<file path="config.mk">
export PLATFORM = sky130hd
export DESIGN_NAME = mem_arbiter
export DESIGN_NICKNAME = d
export VERILOG_FILES = /design/src/rtl/mem_arb_pkg.sv /design/src/rtl/mem_arbiter_rr_picker.sv /design/src/rtl/mem_arbiter.sv
export SDC_FILE = /design/constraint.sdc
export NUM_CORES = 1
export LEC_CHECK = 0
export ABC_AREA = 1
export CAP_MARGIN = 20
export CORE_MARGIN = 10
export CORE_UTILIZATION = 36
export DETAILED_ROUTE_END_ITERATION = 10
export PLACE_DENSITY_LB_ADDON = 0.15
export REMOVE_ABC_BUFFERS = 1
export SYNTH_ARGS = -nofsm -noshare
export SYNTH_HDL_FRONTEND = slang
export SYNTH_HIERARCHICAL = 1
export SYNTH_SLANG_ARGS = --single-unit
</file>
<file path="constraint.sdc">
create_clock -name clk -period 1.3 [get_ports clk]
set_clock_uncertainty 0.05 [all_clocks]
set_input_delay 0.39 -clock clk [delete_from_list [all_inputs] [get_ports clk]]
set_output_delay 0.39 -clock clk [all_outputs]
set_load 0.03 [all_outputs]
</file>
<file path="src/rtl/mem_arb_pkg.sv">
// Shared types and helpers for the memory-port arbiter and its round-robin picker.
package mem_arb_pkg;

    typedef enum logic [1:0] {
        IDLE   = 2'd0,
        ACCESS = 2'd1,
        DONE   = 2'd2
    } mem_arb_state_t;

    localparam logic MEM_DIR_WRITE = 1'b0;
    localparam logic MEM_DIR_READ  = 1'b1;

    // Width of a channel index; a single channel still needs one bit.
    function automatic int grant_width(input int n);
        return (n > 1) ? $clog2(n) : 1;
    endfunction

endpackage

</file>
<file path="src/rtl/mem_arbiter_rr_picker.sv">
// Combinational round-robin selector: first requesting channel searching from last+1.
module rr_picker
    import mem_arb_pkg::*;
#(
    parameter int CHANNELS = 2
) (
    input  logic [CHANNELS-1:0]              req,
    input  logic [grant_width(CHANNELS)-1:0] last,
    output logic                             valid,
    output logic [grant_width(CHANNELS)-1:0] idx
);

    localparam int GW = grant_width(CHANNELS);

    // cand[k] is the channel examined k+1 positions after last.
    logic [GW-1:0] cand [CHANNELS];

    generate
        for (genvar gi = 0; gi < CHANNELS; gi++) begin : g_cand
            assign cand[gi] = GW'((int'(last) + gi + 1) % CHANNELS);
        end
    endgenerate

    // Scan from the farthest candidate down so the nearest requester wins.
    always_comb begin
        valid = 1'b0;
        idx   = '0;
        for (int k = CHANNELS - 1; k >= 0; k--) begin
            if (req[cand[k]]) begin
                valid = 1'b1;
                idx   = cand[k];
            end
        end
    end

endmodule

</file>
<file path="src/rtl/mem_arbiter.sv">
// Round-robin memory-port arbiter: CHANNELS masters share one external memory port.
// Optional feature: define MEM_ARB_LOCK_EN to add a per-channel lock input that
// keeps the grant on the current channel for back-to-back transactions.
module mem_arbiter
    import mem_arb_pkg::*;
#(
    parameter int WIDTH       = 8,
    parameter int ADDR_WIDTH  = 16,
    parameter int CHANNELS    = 2,
    parameter int WAIT_STATES = 1
) (
    input  logic                             clk,
    input  logic                             reset,
    input  logic [CHANNELS-1:0]              req,
    input  logic [CHANNELS-1:0]              dir,
    input  logic [CHANNELS*ADDR_WIDTH-1:0]   addr,
    input  logic [CHANNELS*WIDTH-1:0]        wdata,
`ifdef MEM_ARB_LOCK_EN
    input  logic [CHANNELS-1:0]              lock,
`endif
    output logic [CHANNELS-1:0]              ack,
    output logic [WIDTH-1:0]                 rdata,
    output logic                             busy,
    output logic [grant_width(CHANNELS)-1:0] grant_id,
    output logic [ADDR_WIDTH-1:0]            mem_addr,
    output logic [WIDTH-1:0]                 mem_wdata,
    output logic                             mem_we,
    output logic                             mem_re,
    input  logic [WIDTH-1:0]                 mem_rdata,
    input  logic                             mem_ready
);

    localparam int GW = grant_width(CHANNELS);
    localparam int CW = (WAIT_STATES > 0) ? $clog2(WAIT_STATES + 1) : 1;
    localparam logic [CW-1:0] CNT_LOAD = CW'(WAIT_STATES);

    mem_arb_state_t state, state_next;
    logic [GW-1:0]  last;
    logic [CW-1:0]  cnt;
    logic           dir_q;
    logic           pick_valid;
    logic [GW-1:0]  pick_idx;
    logic           use_lock;
    logic           win_valid;
    logic [GW-1:0]  win_idx;
    logic [CHANNELS-1:0] ack_next;
    logic           busy_next;
    logic           we_next;
    logic           re_next;

    rr_picker #(.CHANNELS(CHANNELS)) u_picker (
        .req   (req),
        .last  (last),
        .valid (pick_valid),
        .idx   (pick_idx)
    );

`ifdef MEM_ARB_LOCK_EN
    // High only in the IDLE cycle right after a DONE whose channel asked to keep the bus.
    logic lock_hold;

    // Remember the lock request of the channel being acknowledged.
    always_ff @(posedge clk or negedge reset) begin
        if (!reset) begin
            lock_hold <= 1'b0;
        end else begin
            lock_hold <= (state == DONE) && lock[grant_id];
        end
    end

    assign use_lock = lock_hold && req[grant_id];
`else
    assign use_lock = 1'b0;
`endif

    assign win_valid = use_lock || pick_valid;
    assign win_idx   = use_lock ? grant_id : pick_idx;

    // State register.
    always_ff @(posedge clk or negedge reset) begin
        if (!reset) begin
            state <= IDLE;
        end else begin
            state <= state_next;
        end
    end

    // Next-state logic; mem_ready only matters once the wait counter is exhausted.
    always_comb begin
        state_next = state;
        case (state)
            IDLE:    if (win_valid) state_next = ACCESS;
            ACCESS:  if ((cnt == '0) && mem_ready) state_next = DONE;
            DONE:    state_next = IDLE;
            default: state_next = IDLE;
        endcase
    end

    // Next values of the registered outputs, derived from the upcoming state.
    always_comb begin
        ack_next  = '0;
        busy_next = (state_next != IDLE);
        we_next   = 1'b0;
        re_next   = 1'b0;
        if (state_next == ACCESS) begin
            if (state == IDLE) begin
                we_next = (dir[win_idx] == MEM_DIR_WRITE);
                re_next = (dir[win_idx] == MEM_DIR_READ);
            end else begin
                we_next = (dir_q == MEM_DIR_WRITE);
                re_next = (dir_q == MEM_DIR_READ);
            end
        end
        if ((state == ACCESS) && (state_next == DONE)) begin
            ack_next[grant_id] = 1'b1;
        end
    end

    // Datapath and output registers: latch the winner, count wait states, capture read data.
    always_ff @(posedge clk or negedge reset) begin
        if (!reset) begin
            ack       <= '0;
            rdata     <= '0;
            busy      <= 1'b0;
            grant_id  <= '0;
            mem_addr  <= '0;
            mem_wdata <= '0;
            mem_we    <= 1'b0;
            mem_re    <= 1'b0;
            last      <= GW'(CHANNELS - 1);
            cnt       <= '0;
            dir_q     <= MEM_DIR_WRITE;
        end else begin
            ack    <= ack_next;
            busy   <= busy_next;
            mem_we <= we_next;
            mem_re <= re_next;
            case (state)
                IDLE: begin
                    if (win_valid) begin
                        grant_id  <= win_idx;
                        if (!use_lock) last <= win_idx;
                        cnt       <= CNT_LOAD;
                        dir_q     <= dir[win_idx];
                        mem_addr  <= addr[win_idx*ADDR_WIDTH +: ADDR_WIDTH];
                        mem_wdata <= wdata[win_idx*WIDTH +: WIDTH];
                    end
                end
                ACCESS: begin
                    if (cnt != '0) begin
                        cnt <= cnt - 1'b1;
                    end else if (mem_ready && (dir_q == MEM_DIR_READ)) begin
                        rdata <= mem_rdata;
                    end
                end
                default: ;
            endcase
        end
    end

endmodule

</file>
==> results of run 1 <==
[final timing paths]
kind | start | endpoint | slack (ps) | depth (start not counted)
setup / recovery | mem_addr[5] | mem_addr[5] | 10 | 1
hold / removal | reset | mem_addr[3] | 10 | 2
setup reg to reg | last | mem_wdata[7] | 50 | 7
hold reg to reg | grant_id | ack[0] | 420 | 1
max in group asynchronous | reset | last | 930 | 2
min in group clk | grant_id | ack[0] | 420 | 1
[routing by layer]
metal  wire length [µm]  share of wire [%]  GRT usage (%)  vias to the layer above
met1               2390                 40           14.1                      870
met2               2870                 48           21.9                       80
li1                   -                  -              -                     1055
met5                  0                  0              0                        -
met3                692                 12           7.61                        5
met4                 49               0.82           2.99                        0
[power by group through the flow]
stage / clock [µW] / sequential (µW) / combinational [µW]
2_1_floorplan: 0 / 3330 / 1090
5_1_grt: 1010 / 2450 / 5070
6_report: 905 / 2390 / 4660
3_5_place_dp: 0 / 2310 / 3940
4_1_cts: 938 / 2310 / 4230
3_3_place_gp: 0 / 2300 / 3900
[per-stage QoR]
stage               area, µm²  util, %
finish                   3530     64.9
CTS                      3330     61.2
floorplan                1920        -
global route             3530     64.9
detailed placement       3100     56.9
global placement         3100     56.9
[kinds of logic (layout without fill, tap and decap cells)]
kind of cell	after synthesis	after routing	synth area share, %
buffers and inverters	24	154	6.33
AOI/OAI and AO/OA	4	4	1.00
DFF	43	43	54.0
and+or+nand+nor	197	197	38.7
[cell type report]
class | instances | area share [%]
timing repair buffer | 133 | 38.8
multi-input combinational | 201 | 23.9
sequential | 43 | 30.5
tap | 72 | 2.55
inverter | 13 | 1.45
clock buffer | 8 | 2.83
[timing repair]
item / in CTS / in global routing
setup endpoints to repair: 52 / 73
gates resized for setup: 15 / 41
gates cloned: 1 / 0
setup buffers: 9 / 9
pin swaps: 4 / 11
endpoints found under the hold margin: 0 / 0
[cells in the mapped netlist]
cell                        n  area [µm²]
sky130_fd_sc_hd__a21oi_1    1        5.00
sky130_fd_sc_hd__buf_2      5        25.0
sky130_fd_sc_hd__buf_4      4        30.0
sky130_fd_sc_hd__buf_6      2        22.5
sky130_fd_sc_hd__dfrtp_1   42        1050
sky130_fd_sc_hd__dfstp_2    1        26.3
sky130_fd_sc_hd__inv_1     11        41.3
sky130_fd_sc_hd__inv_2      2        7.51
sky130_fd_sc_hd__nand2_1  175         657
sky130_fd_sc_hd__nand2_2    1        6.26
sky130_fd_sc_hd__nand3_1   10        50.1
sky130_fd_sc_hd__nor2_1     8        30.0
sky130_fd_sc_hd__nor2_4     2        22.5
sky130_fd_sc_hd__o21ai_0    3        15.0
sky130_fd_sc_hd__or2_1      1        6.26
[flip-flops by register name, indices dropped and copies added, names as in the netlist]
register / flops
mem_addr: 16
mem_wdata: 8
rdata: 8
ack: 2
state: 2
busy: 1
cnt: 1
dir_q: 1
grant_id: 1
last: 1
mem_re: 1
mem_we: 1
==> impl_table.tex, run 1 <==
\begin{tabular}{lr}
\hline
Metric & Value \\
\hline
\multicolumn{2}{l}{\textbf{Logic synthesis}} \\
Mapped Area & 2000 µm² \\
Yosys cell types & 15 \\
Post-synthesis register bit count & 43 \\
Avg Synthesized Cell Area & 7.45 µm² \\
Synthesized netlist cell count & 268 \\
Portion of the post-synthesis area used by sequential elements & 54.0\% \\
Warnings, synthesis & 6 \\
\multicolumn{2}{l}{\textbf{Final layout}} \\
Number of nets in the finished design & 460 \\
Inserted Diodes & 0 \\
Post-route non-filler standard cell count & 470 \\
Multi-input logic area & 843 µm² \\
Most frequent standard cell in the layout excluding fill and tap cells & sky130\_fd\_sc\_hd\_\_nand2\_1 \\
Fraction of final layout cells with drive strength greater than 1 & 24.4\% \\
Relative area change from synthesis to final layout & 77.0\% \\
FF+latch area & 1080 µm² \\
Commonest non-fill, non-tap cells in the layout & sky130\_fd\_sc\_hd\_\_nand2\_1, sky130\_fd\_sc\_hd\_\_clkdlybuf4s50\_1, sky130\_fd\_sc\_hd\_\_dfrtp\_1 \\
Total of fill cells in the finished design & 478 \\
\multicolumn{2}{l}{\textbf{Global routing}} \\
Initial antenna violation count & 0 \\
Largest net degree at the start of global routing & 44 \\
Vias in the first global route & 1,992 \\
Remaining Overflow, GRT & 0 \\
Tot GR Track Use & 13.1\% \\
Global-route wire length before repair & 9350 µm \\
\multicolumn{2}{l}{\textbf{Drt}} \\
Total number of vias & 2,010 \\
Drt initial violations & 56 \\
Total wirelength of the detailed-routed design & 6000 µm \\
Post-route antenna net violation count & 0 \\
Number of remaining DRC errors & 0 \\
First-pass detailed-route iteration total & 4 \\
Final routed wire length divided by cell count & 12.8 µm \\
Via density per instance & 4.28 \\
\multicolumn{2}{l}{\textbf{Die}} \\
Die X-Extent & 94.5 µm \\
Initial Utilization & 36.7\% \\
Vertical die dimension & 94.5 µm \\
Core footprint & 5440 µm² \\
Rows & 27 \\
Die Outline Area & 8920 µm² \\
I/O pin total & 101 \\
\multicolumn{2}{l}{\textbf{STA}} \\
Setup Total Neg Slack & 0 ps \\
Slew at the pin closest to its max-slew limit & 256 ps \\
Final Hold Fails & 0 \\
Setup-violating endpoint count in the final report & 0 \\
Fin. max-slew vios & 0 \\
Worst hold slack across all endpoints & 13.0 ps \\
Relative slew slack & 82.9\% \\
Max Clk Rate & 775 MHz \\
Time the final worst path needs with I/O delays and setup & 1290 ps \\
Final setup slack of the worst path & 9.77 ps \\
RSZ-0062 raised after global routing & yes \\
Final worst path period share & 99.2\% \\
\multicolumn{2}{l}{\textbf{Pwr}} \\
Total Power & 7950 µW \\
PwrDens & 2250 nW/µm² \\
Combinational share of power & 58.6\% \\
Switching component of the power & 3380 µW \\
Static leakage & 0.00190 µW \\
Sequential share of power & 30.0\% \\
Clk pwr share & 11.4\% \\
IR Drop Worst-Case VDD & 0.913 mV \\
Switching power share of the total & 42.5\% \\
Power Internal & 4570 µW \\
\multicolumn{2}{l}{\textbf{Clock tree}} \\
CTS Root Buffer Type & sky130\_fd\_sc\_hd\_\_clkbuf\_8 \\
Buffer levels on the longest clock path & 2 \\
Clock tree from TritonCTS & built \\
Worst-path clk slew & 80 ps \\
Number of buffers added by the clock tree synthesis step & 5 \\
Clock latency on the worst-skew pair & 280 ps \\
Sink Count & 43 \\
Hold bufs inserted after CTS & 0 \\
Number of levels in the clock H-tree & 2 \\
\multicolumn{2}{l}{\textbf{Hold path}} \\
Min-Delay Path Class & input port to async pin \\
\multicolumn{2}{l}{\textbf{Placement}} \\
Dpl hpwl & 4460 µm \\
Dpl ws & -487 ps \\
IO buf count & 100 \\
Number of cells in the design after placement & 445 \\
Final weighted congestion in routability-driven placement & 0.745 \\
\multicolumn{2}{l}{\textbf{Critical path}} \\
CP max stage cell & sky130\_fd\_sc\_hd\_\_dfrtp\_1 \\
Sort of element at the end of the critical path & primary output \\
Crit path max fanout & 2 \\
Required time of the critical path & 860 ps \\
Crit-path cells & buf\_12 \\
Crit path launch type & register \\
Count of buffering cells on the critical path with inverters included & 1 \\
Critical path's top delay family & flip-flops \\
Critical path class & register to primary output \\
Largest incremental delay on the critical path & 410 ps \\
CP Data Arrival Time & 850 ps \\
\multicolumn{2}{l}{\textbf{Run status}} \\
Result of the run & finished clean \\
\multicolumn{2}{l}{\textbf{Job}} \\
Maxcap violations & 0 \\
\hline
\end{tabular}
Note: power is estimated with default switching activity, not from simulation.
==> run 2: changes to the inputs <==
- TNS_END_PERCENT: not set -> 10
==> impl_table.tex, run 2 (synthesis gave the netlist of run 1 again) <==
\begin{tabular}{lr}
\hline
Metric & Value \\
\hline
\multicolumn{2}{l}{\textbf{Die}} \\
Core footprint & 5440 µm² \\
Die X-Extent & 94.5 µm \\
Vertical die dimension & 94.5 µm \\
I/O pin total & 101 \\
Initial Utilization & 36.7\% \\
Rows & 27 \\
Die Outline Area & 8920 µm² \\
\multicolumn{2}{l}{\textbf{Hold path}} \\
Min-Delay Path Class & input port to async pin \\
\multicolumn{2}{l}{\textbf{Clock tree}} \\
Number of levels in the clock H-tree & 2 \\
Worst-path clk slew & 70 ps \\
CTS Root Buffer Type & sky130\_fd\_sc\_hd\_\_clkbuf\_8 \\
Number of buffers added by the clock tree synthesis step & 5 \\
Clock tree from TritonCTS & built \\
Clock latency on the worst-skew pair & 280 ps \\
Hold bufs inserted after CTS & 0 \\
Sink Count & 43 \\
Buffer levels on the longest clock path & 2 \\
\multicolumn{2}{l}{\textbf{Final layout}} \\
Max FFs per register & 16 \\
Relative area change from synthesis to final layout & 75.9\% \\
Register with the most flip-flops & mem\_addr \\
Commonest non-fill, non-tap cells in the layout & sky130\_fd\_sc\_hd\_\_nand2\_1, sky130\_fd\_sc\_hd\_\_clkdlybuf4s50\_1, sky130\_fd\_sc\_hd\_\_dfrtp\_1 \\
Number of nets in the finished design & 449 \\
Largest registers & mem\_addr (16), mem\_wdata (8), rdata (8) \\
Total of fill cells in the finished design & 470 \\
Fraction of final layout cells with drive strength greater than 1 & 25.6\% \\
Inserted Diodes & 0 \\
Most frequent standard cell in the layout excluding fill and tap cells & sky130\_fd\_sc\_hd\_\_nand2\_1 \\
\multicolumn{2}{l}{\textbf{Global routing}} \\
Global-route wire length before repair & 9250 µm \\
Tot GR Track Use & 13.0\% \\
Vias in the first global route & 1,965 \\
Largest net degree at the start of global routing & 44 \\
Initial antenna violation count & 0 \\
Remaining Overflow, GRT & 0 \\
\multicolumn{2}{l}{\textbf{Critical path}} \\
CP Data Arrival Time & 1460 ps \\
Capture point of the critical path & mem\_addr[7] \\
R2R Setup Slk & -30 ps \\
Worst setup path start & last \\
Critical path class & register to register \\
Worst reg2reg path startpoint & last \\
Required time of the critical path & 1430 ps \\
Crit path launch type & register \\
Sort of element at the end of the critical path & register \\
End of the worst register-to-register path & mem\_addr[7] \\
Worst reg2reg path depth & 8 \\
Crit path max fanout & 5 \\
\multicolumn{2}{l}{\textbf{Drt}} \\
Total wirelength of the detailed-routed design & 5930 µm \\
Post-route antenna net violation count & 0 \\
Via density per instance & 4.29 \\
Drt initial violations & 42 \\
Final routed wire length divided by cell count & 12.9 µm \\
Total number of vias & 1,970 \\
First-pass detailed-route iteration total & 4 \\
Number of remaining DRC errors & 0 \\
\multicolumn{2}{l}{\textbf{STA}} \\
Final worst path period share & 102\% \\
Max Clk Rate & 751 MHz \\
Setup Total Neg Slack & -137 ps \\
Slew at the pin closest to its max-slew limit & 248 ps \\
Relative slew slack & 83.4\% \\
Final Hold Fails & 0 \\
RSZ-0062 raised after global routing & yes \\
Final setup slack of the worst path & -31.3 ps \\
Setup-violating endpoint count in the final report & 6 \\
Worst hold slack across all endpoints & 11.9 ps \\
Time the final worst path needs with I/O delays and setup & 1330 ps \\
Fin. max-slew vios & 0 \\
\multicolumn{2}{l}{\textbf{Placement}} \\
Final weighted congestion in routability-driven placement & 0.745 \\
Dpl hpwl & 4460 µm \\
IO buf count & 100 \\
Dpl ws & -487 ps \\
\multicolumn{2}{l}{\textbf{Pwr}} \\
PwrDens & 2210 nW/µm² \\
IR Drop Worst-Case VDD & 0.971 mV \\
Static leakage & 0.00185 µW \\
\multicolumn{2}{l}{\textbf{Job}} \\
Maxcap violations & 0 \\
\multicolumn{2}{l}{\textbf{Run status}} \\
Result of the run & finished with violations \\
Violations in the final reports & setup timing \\
\hline
\end{tabular}
-- run 2: critical path, stage by stage, from the launching register on --
cell and delay (ps):
sky130_fd_sc_hd__dfstp_2 560, sky130_fd_sc_hd__a21oi_4 80, sky130_fd_sc_hd__buf_6 120, sky130_fd_sc_hd__buf_6 110, sky130_fd_sc_hd__buf_12 120, sky130_fd_sc_hd__nand2_1 50, sky130_fd_sc_hd__nand2_1 50, sky130_fd_sc_hd__nand2_1 50
sky130_fd_sc_hd__nand2_1 50
-- run 2: how the worst min path moves through the flow --
| stage | start | end | slack (ps) | cells past startpoint |
|---|---|---|---|---|
| after global placement | reset | rdata[7] | 330 | 2 |
| final | reset | rdata[2] | 10 | 2 |
| after detailed placement | reset | rdata[7] | 330 | 2 |
| after global routing | reset | rdata[7] | 10 | 2 |
| after floorplan | reset | ack[0] | 40 | 0 |
| after CTS | reset | mem_addr[3] | 10 | 2 |
-- run 2: final cells by class --
cell class | instances | area [µm²] | area share, %
flip-flops and latches | 43 | 1080 | 30.7
inverters | 13 | 51.3 | 1.46
multi-input cells | 201 | 881 | 25.1
clock buffers | 8 | 100 | 2.85
repair buffers | 122 | 1310 | 37.3
well taps | 72 | 90.1 | 2.57
-- run 2: per-stage QoR --
| step | utilization (%) | total power (µW) | instance area [µm²] | std cells |
|---|---|---|---|---|
| final | 64.6 | 7750 | 3510 | 459 |
| after global routing | 64.6 | 8320 | 3510 | 459 |
| after CTS | 60.8 | 7420 | 3310 | 457 |
| after detailed placement | 56.9 | 6260 | 3100 | 445 |
| after global placement | 56.9 | 6200 | 3100 | 445 |
| after floorplan | - | 4420 | 1920 | 257 |
-- run 2: layer usage --
metal,GRT usage [%],wire length (µm),vias up
li1,-,-,1034
met1,13.8,2420,858
met2,21.8,2780,73
met3,7.53,689,5
met4,2.99,48,0
met5,0,0,-
-- run 2: repair_timing --
item                                    CTS  global route
endpoints found under the setup margin   52            73
pin swaps                                 7            31
gates resized for setup                  20            50
cloned                                    1             1
setup buffers                             3             1
-- run 2: report_power, final --
part / internal (µW) / switching (µW)
Combinational: 1960 / 2500
Clock: 485 / 416
Sequential: 1960 / 433
==> run 3: changes to the inputs <==
- CORE_MARGIN: 10 -> 2
- SLEW_MARGIN: not set -> 40
==> impl_table.tex, run 3 (synthesis gave the netlist of run 1 again) <==
\begin{tabular}{lr}
\hline
Metric & Value \\
\hline
\multicolumn{2}{l}{\textbf{STA}} \\
Final setup slack of the worst path & 5.47 ps \\
Time the final worst path needs with I/O delays and setup & 1290 ps \\
Max Clk Rate & 772 MHz \\
Final worst path period share & 99.6\% \\
Final Hold Fails & 0 \\
Setup-violating endpoint count in the final report & 0 \\
Fin. max-slew vios & 0 \\
Slew at the pin closest to its max-slew limit & 334 ps \\
RSZ-0062 raised after global routing & yes \\
Relative slew slack & 77.7\% \\
\multicolumn{2}{l}{\textbf{Clock tree}} \\
Worst-path clk slew & 80 ps \\
Sink Count & 43 \\
Clock tree from TritonCTS & built \\
CTS Root Buffer Type & sky130\_fd\_sc\_hd\_\_clkbuf\_8 \\
Buffer levels on the longest clock path & 2 \\
Number of buffers added by the clock tree synthesis step & 5 \\
Number of levels in the clock H-tree & 2 \\
Clock latency on the worst-skew pair & 290 ps \\
\multicolumn{2}{l}{\textbf{Die}} \\
Die X-Extent & 78.5 µm \\
Rows & 27 \\
Die Outline Area & 6160 µm² \\
Initial Utilization & 36.7\% \\
Vertical die dimension & 78.5 µm \\
I/O pin total & 101 \\
Core footprint & 5440 µm² \\
\multicolumn{2}{l}{\textbf{Global routing}} \\
Initial antenna violation count & 0 \\
Largest net degree at the start of global routing & 27 \\
Tot GR Track Use & 18.6\% \\
Remaining Overflow, GRT & 0 \\
Vias in the first global route & 2,081 \\
Global-route wire length before repair & 8960 µm \\
\multicolumn{2}{l}{\textbf{Critical path}} \\
Count of buffering cells on the critical path with inverters included & 1 \\
Crit-path cells & buf\_12 \\
R2R Setup Slk & 50 ps \\
CP max stage cell & sky130\_fd\_sc\_hd\_\_dfrtp\_1 \\
Critical path's top delay family & flip-flops \\
CP Data Arrival Time & 850 ps \\
Worst reg2reg path depth & 7 \\
Number of cells on the critical path & 1 \\
Crit path max fanout & 2 \\
Largest incremental delay on the critical path & 410 ps \\
Sort of element at the end of the critical path & primary output \\
Required time of the critical path & 860 ps \\
Crit path launch type & register \\
Critical path class & register to primary output \\
\multicolumn{2}{l}{\textbf{Drt}} \\
Drt initial violations & 69 \\
Post-route antenna net violation count & 0 \\
Via density per instance & 4.47 \\
Total number of vias & 2,045 \\
Final routed wire length divided by cell count & 11.7 µm \\
Total wirelength of the detailed-routed design & 5380 µm \\
Number of remaining DRC errors & 0 \\
First-pass detailed-route iteration total & 4 \\
\multicolumn{2}{l}{\textbf{Final layout}} \\
Fraction of final layout cells with drive strength greater than 1 & 21.0\% \\
Inserted Diodes & 0 \\
Number of nets in the finished design & 448 \\
Relative area change from synthesis to final layout & 71.1\% \\
Commonest non-fill, non-tap cells in the layout & sky130\_fd\_sc\_hd\_\_nand2\_1, sky130\_fd\_sc\_hd\_\_clkdlybuf4s50\_1, sky130\_fd\_sc\_hd\_\_dfrtp\_1 \\
Post-route non-filler standard cell count & 458 \\
Most frequent standard cell in the layout excluding fill and tap cells & sky130\_fd\_sc\_hd\_\_nand2\_1 \\
Largest registers & mem\_addr (16), mem\_wdata (8), rdata (8) \\
Register with the most flip-flops & mem\_addr \\
Max FFs per register & 16 \\
\multicolumn{2}{l}{\textbf{Placement}} \\
Final weighted congestion in routability-driven placement & 0.805 \\
Dpl ws & -506 ps \\
Number of cells in the design after placement & 445 \\
Dpl hpwl & 3800 µm \\
IO buf count & 100 \\
\multicolumn{2}{l}{\textbf{Pwr}} \\
IR Drop Worst-Case VDD & 0.957 mV \\
Total Power & 7590 µW \\
PwrDens & 2220 nW/µm² \\
Static leakage & 0.00181 µW \\
\multicolumn{2}{l}{\textbf{Job}} \\
Maxcap violations & 0 \\
\multicolumn{2}{l}{\textbf{Run status}} \\
Result of the run & finished clean \\
\multicolumn{2}{l}{\textbf{Hold path}} \\
Min-Delay Path Class & input port to async pin \\
\hline
\end{tabular}
-- run 3: cell type report --
type                       count  area (µm²)
fill                         508        2020
timing repair buffer         121        1280
sequential                    43        1080
multi-input combinational    201         836
tap                           72        90.1
clock buffer                   8        80.1
inverter                      13        51.3
-- run 3: final timing paths --
check                             start           end
max                        mem_addr[11]  mem_addr[11]
min                               reset        ack[1]
max reg2reg                        last        mem_we
min reg2reg                    rdata[4]      rdata[4]
max in group asynchronous         reset  mem_addr[14]
min in group clk               rdata[4]      rdata[4]
-- run 3: stage by stage --
step                setup TNS, ps  hold slack, ps  area [µm²]  utilization, %
floorplan                  -26330            44.4        1920               -
global placement           -17040             143        3100            56.9
detailed placement         -18470             141        3100            56.9
CTS                          -166             373        3340            61.5
global route                 -291             373        3410            62.8
finish                          0             374        3410            62.8
-- run 3: where the power goes --
group,switching [µW],internal [µW]
Clock,412,382
Sequential,441,1960
Combinational,2440,1960
Total,3290,4300
-- run 3: timing repair --
| action | 4_1_cts | 5_1_grt |
|---|---|---|
| hold buffers | 1 | 0 |
| pin swaps | 14 | 10 |
| hold endpoints to repair | 2 | 0 |
| buffers inserted | 4 | 0 |
| setup endpoints to repair | 51 | 69 |
| gates cloned | 2 | 0 |
| gates resized for setup | 25 | 29 |
-- run 3: layer usage --
layer	global-route usage (%)	wire length, µm	up-vias
li1	-	-	1033
met1	21.0	2240	933
met2	32.5	2650	71
met3	6.55	404	8
met4	6.49	81	0
met5	0	0	-
==> variant, RTL diff (settings of run 1) <==
Re-encode `mem_arb_state_t` (3 states) as one-hot, 3 bits wide.
--- a/src/rtl/mem_arb_pkg.sv
+++ b/src/rtl/mem_arb_pkg.sv
@@ -3,6 +3,6 @@
 
-    typedef enum logic [1:0] {
-        IDLE   = 2'd0,
-        ACCESS = 2'd1,
-        DONE   = 2'd2
+    typedef enum logic [2:0] {
+        IDLE   = 3'b001,
+        ACCESS = 3'b010,
+        DONE   = 3'b100
     } mem_arb_state_t;
Behaviour: no difference found for any inputs over 4 cycles, from zero or initial values and one cycle with reset low; so few cycles prove little.
==> variant against run 1 <==
The flow now finishes with violations (setup timing). Total power is 1.9% lower. Sequential cell count grew 1. Routed wire length up 9.9%. Utilization is 0.89 points higher. Synthesized area increased by 3.8%. Cell area up 3.3%. Global-route usage grew 0.70 points. Setup slack worse by 0.049 ns. Critical endpoint is now mem_re. Largest cell class unchanged. Largest power group unchanged.
==> variant: results (changes against run 1) <==
- The worst hold slack across all endpoints came to 0.0191 ns (+0.00618 ns).
- The maximum ir drop on the vdd rail is 0.00117 V (+28%).
- The final reports fail on setup timing.
- The H-tree level count came to 2 (unchanged).
- The total clock buffers created by CTS is 5 (unchanged).
- The peak per-stage delay on the critical path was 0.56 ns (+0.15 ns).
- The via density per instance was 4.41 (+3.1%).
- The run finished, with violations left.
- The final RePlAce weighted congestion came to 0.781 (+4.9%).
- The utilization after layout is 0.658 (+0.00890).
- The count of non-filler cells in the finished layout is 481 (+2.3%).
- The largest net degree at the start of global routing was 45 (+2.3%).
- The post-DP HPWL is 4.61 mm (+3.5%).
- The global-route wire length before repair is 9.94 mm (+6.3%).
- The biggest fanout along the worst timing path is 7 (+5).
- The number of distinct library cell variants in the gate-level netlist after synthesis is 19 (+4).
- The post-CTS clock slew at the launch and capture registers of the worst setup and hold paths was 0.08 ns (about the same).
- The post-synthesis cell count is 279 (+4.1%).
- For the worst-skew pair, the clock arrives at the later sink with an insertion delay of 0.29 ns.
- The post-layout worst setup margin is -0.0389 ns (-0.0486 ns).
- The top-area cell type share of the netlist area is 0.507 (-0.0194).
- The slew at the pin closest to its max-slew limit came to 0.250 ns (-0.00571 ns).
- The instance area after placement is 3130 um^2 (+1.3%).
- The async set-reset flop share out of synthesis is 1.00 (unchanged).
- The register area share after synthesis was 0.533 (-0.00720).
- The global-route track usage on met1 is 0.155 (+0.0143).
- The filler cell count in the final layout is 530 (+11%).
- The antenna diode count is 0 (unchanged).
- The number of nets with antenna violations after routing is 0 (unchanged).
- The number of placed instances, taps included is 452 (+1.6%).
- The total track usage is 0.138 (+0.00695).
- The most used flip-flop cell after synthesis is dfrtp_1.
- In the synthesized netlist, the cells that appear most often are nand2_1, dfrtp_1, inv_1.
- The share of final-layout standard cells stronger than drive strength 1 is 0.259 (+0.0155).
- The highest-delay cell along the critical path is dfstp_2.
- The initial antenna violation count is 0 (unchanged).
- In the final layout, the registers with the most flip-flops are mem_addr x16, mem_wdata x8, rdata x8.
- The leakage power of the design is 1.97 nW (+3.7%).
- The count of maximum capacitance violations is 0 (unchanged).
- The cell at the root of the clock tree is clkbuf_8.
- The setup-violating endpoint count in the final report is 1 (+1).
- The buffer levels on the longest clock path is 2 (unchanged).
- The initial detailed-routing violation count is 62 (+11%).
- The met3 track demand over resource in global routing is 0.0778 (+0.00169).
- After synthesis, the cell types taking the most area are dfrtp_1, nand2_1, dfstp_2, nand4_1, inv_1.
- The via count of the first global-routing pass is 2,044 (+2.6%).
- The setup slack at placement is -0.440 ns (+0.0468 ns).
- The met2 track utilization from global routing is 0.222 (+0.00268).
- The data arrival time of the critical path is 1.52 ns (+0.67 ns).
- The setup TNS was -0.0389 ns (-0.0389 ns).
- The type of the most critical hold path is input port to asynchronous set/reset pin.
- The number of nets in the finished design was 471 (+2.4%).
- The average wire per standard cell came to 13.7 um (+7.4%).
- The total number of yosys warnings is 6 (unchanged).
- The number of buffer cells added on primary ports is 100 (unchanged).
==> variant: report_power, final <==
| group | switching (mW) | total (mW) | internal, mW | leakage, nW |
|---|---|---|---|---|
| combinational | 2.42 | 4.49 | 2.08 | 1.36 |
| clock | 0.451 | 0.875 | 0.424 | 0.0510 |
| sequential | 0.464 | 2.43 | 1.97 | 0.556 |
==> variant: final timing paths <==
path,startpoint,to,cells after the start
setup / recovery,last,mem_re,8
hold / removal,reset,busy,2
setup reg to reg,last,mem_re,8
hold reg to reg,rdata[4],rdata[4],2
max in group asynchronous,reset,last,2
min in group clk,rdata[4],rdata[4],2
==> variant: area by class of cell <==
class,count,area share
Timing Repair Buffer,135,0.384
Sequential cell,44,0.303
Multi-Input combinational cell,208,0.249
Tap cell,72,0.0247
Clock buffer,6,0.0226
Inverter,14,0.0144
Clock inverter,2,0.00274
==> variant: critical path, delay by kind of cell (launching register included) <==
family	cells	cell delay, ns
flops	1	0.56
simple gates	5	0.32
buf+inv	2	0.28
compound gates	1	0.07
==> variant: repair_timing <==
item                       in CTS  in global routing
setup buffers                   7                 12
gates cloned                    1                  2
setup endpoints to repair      59                 71
hold buffers                    0                  0
resized for setup              26                 37
pin swaps                       2                 13
==> variant: kinds of logic after synthesis <==
| kind of cell | synth area share |
|---|---|
| buffers and inverters | 0.0676 |
| and+or+nand+nor | 0.390 |
| DFF | 0.533 |
| AOI/OAI and AO/OA | 0.00966 |
==> variant: metal layers <==
layer	up-vias	part of all wire
met5	-	0
met4	0	0.0068
met3	6	0.11
met2	70	0.48
met1	951	0.40
li1	1093	-
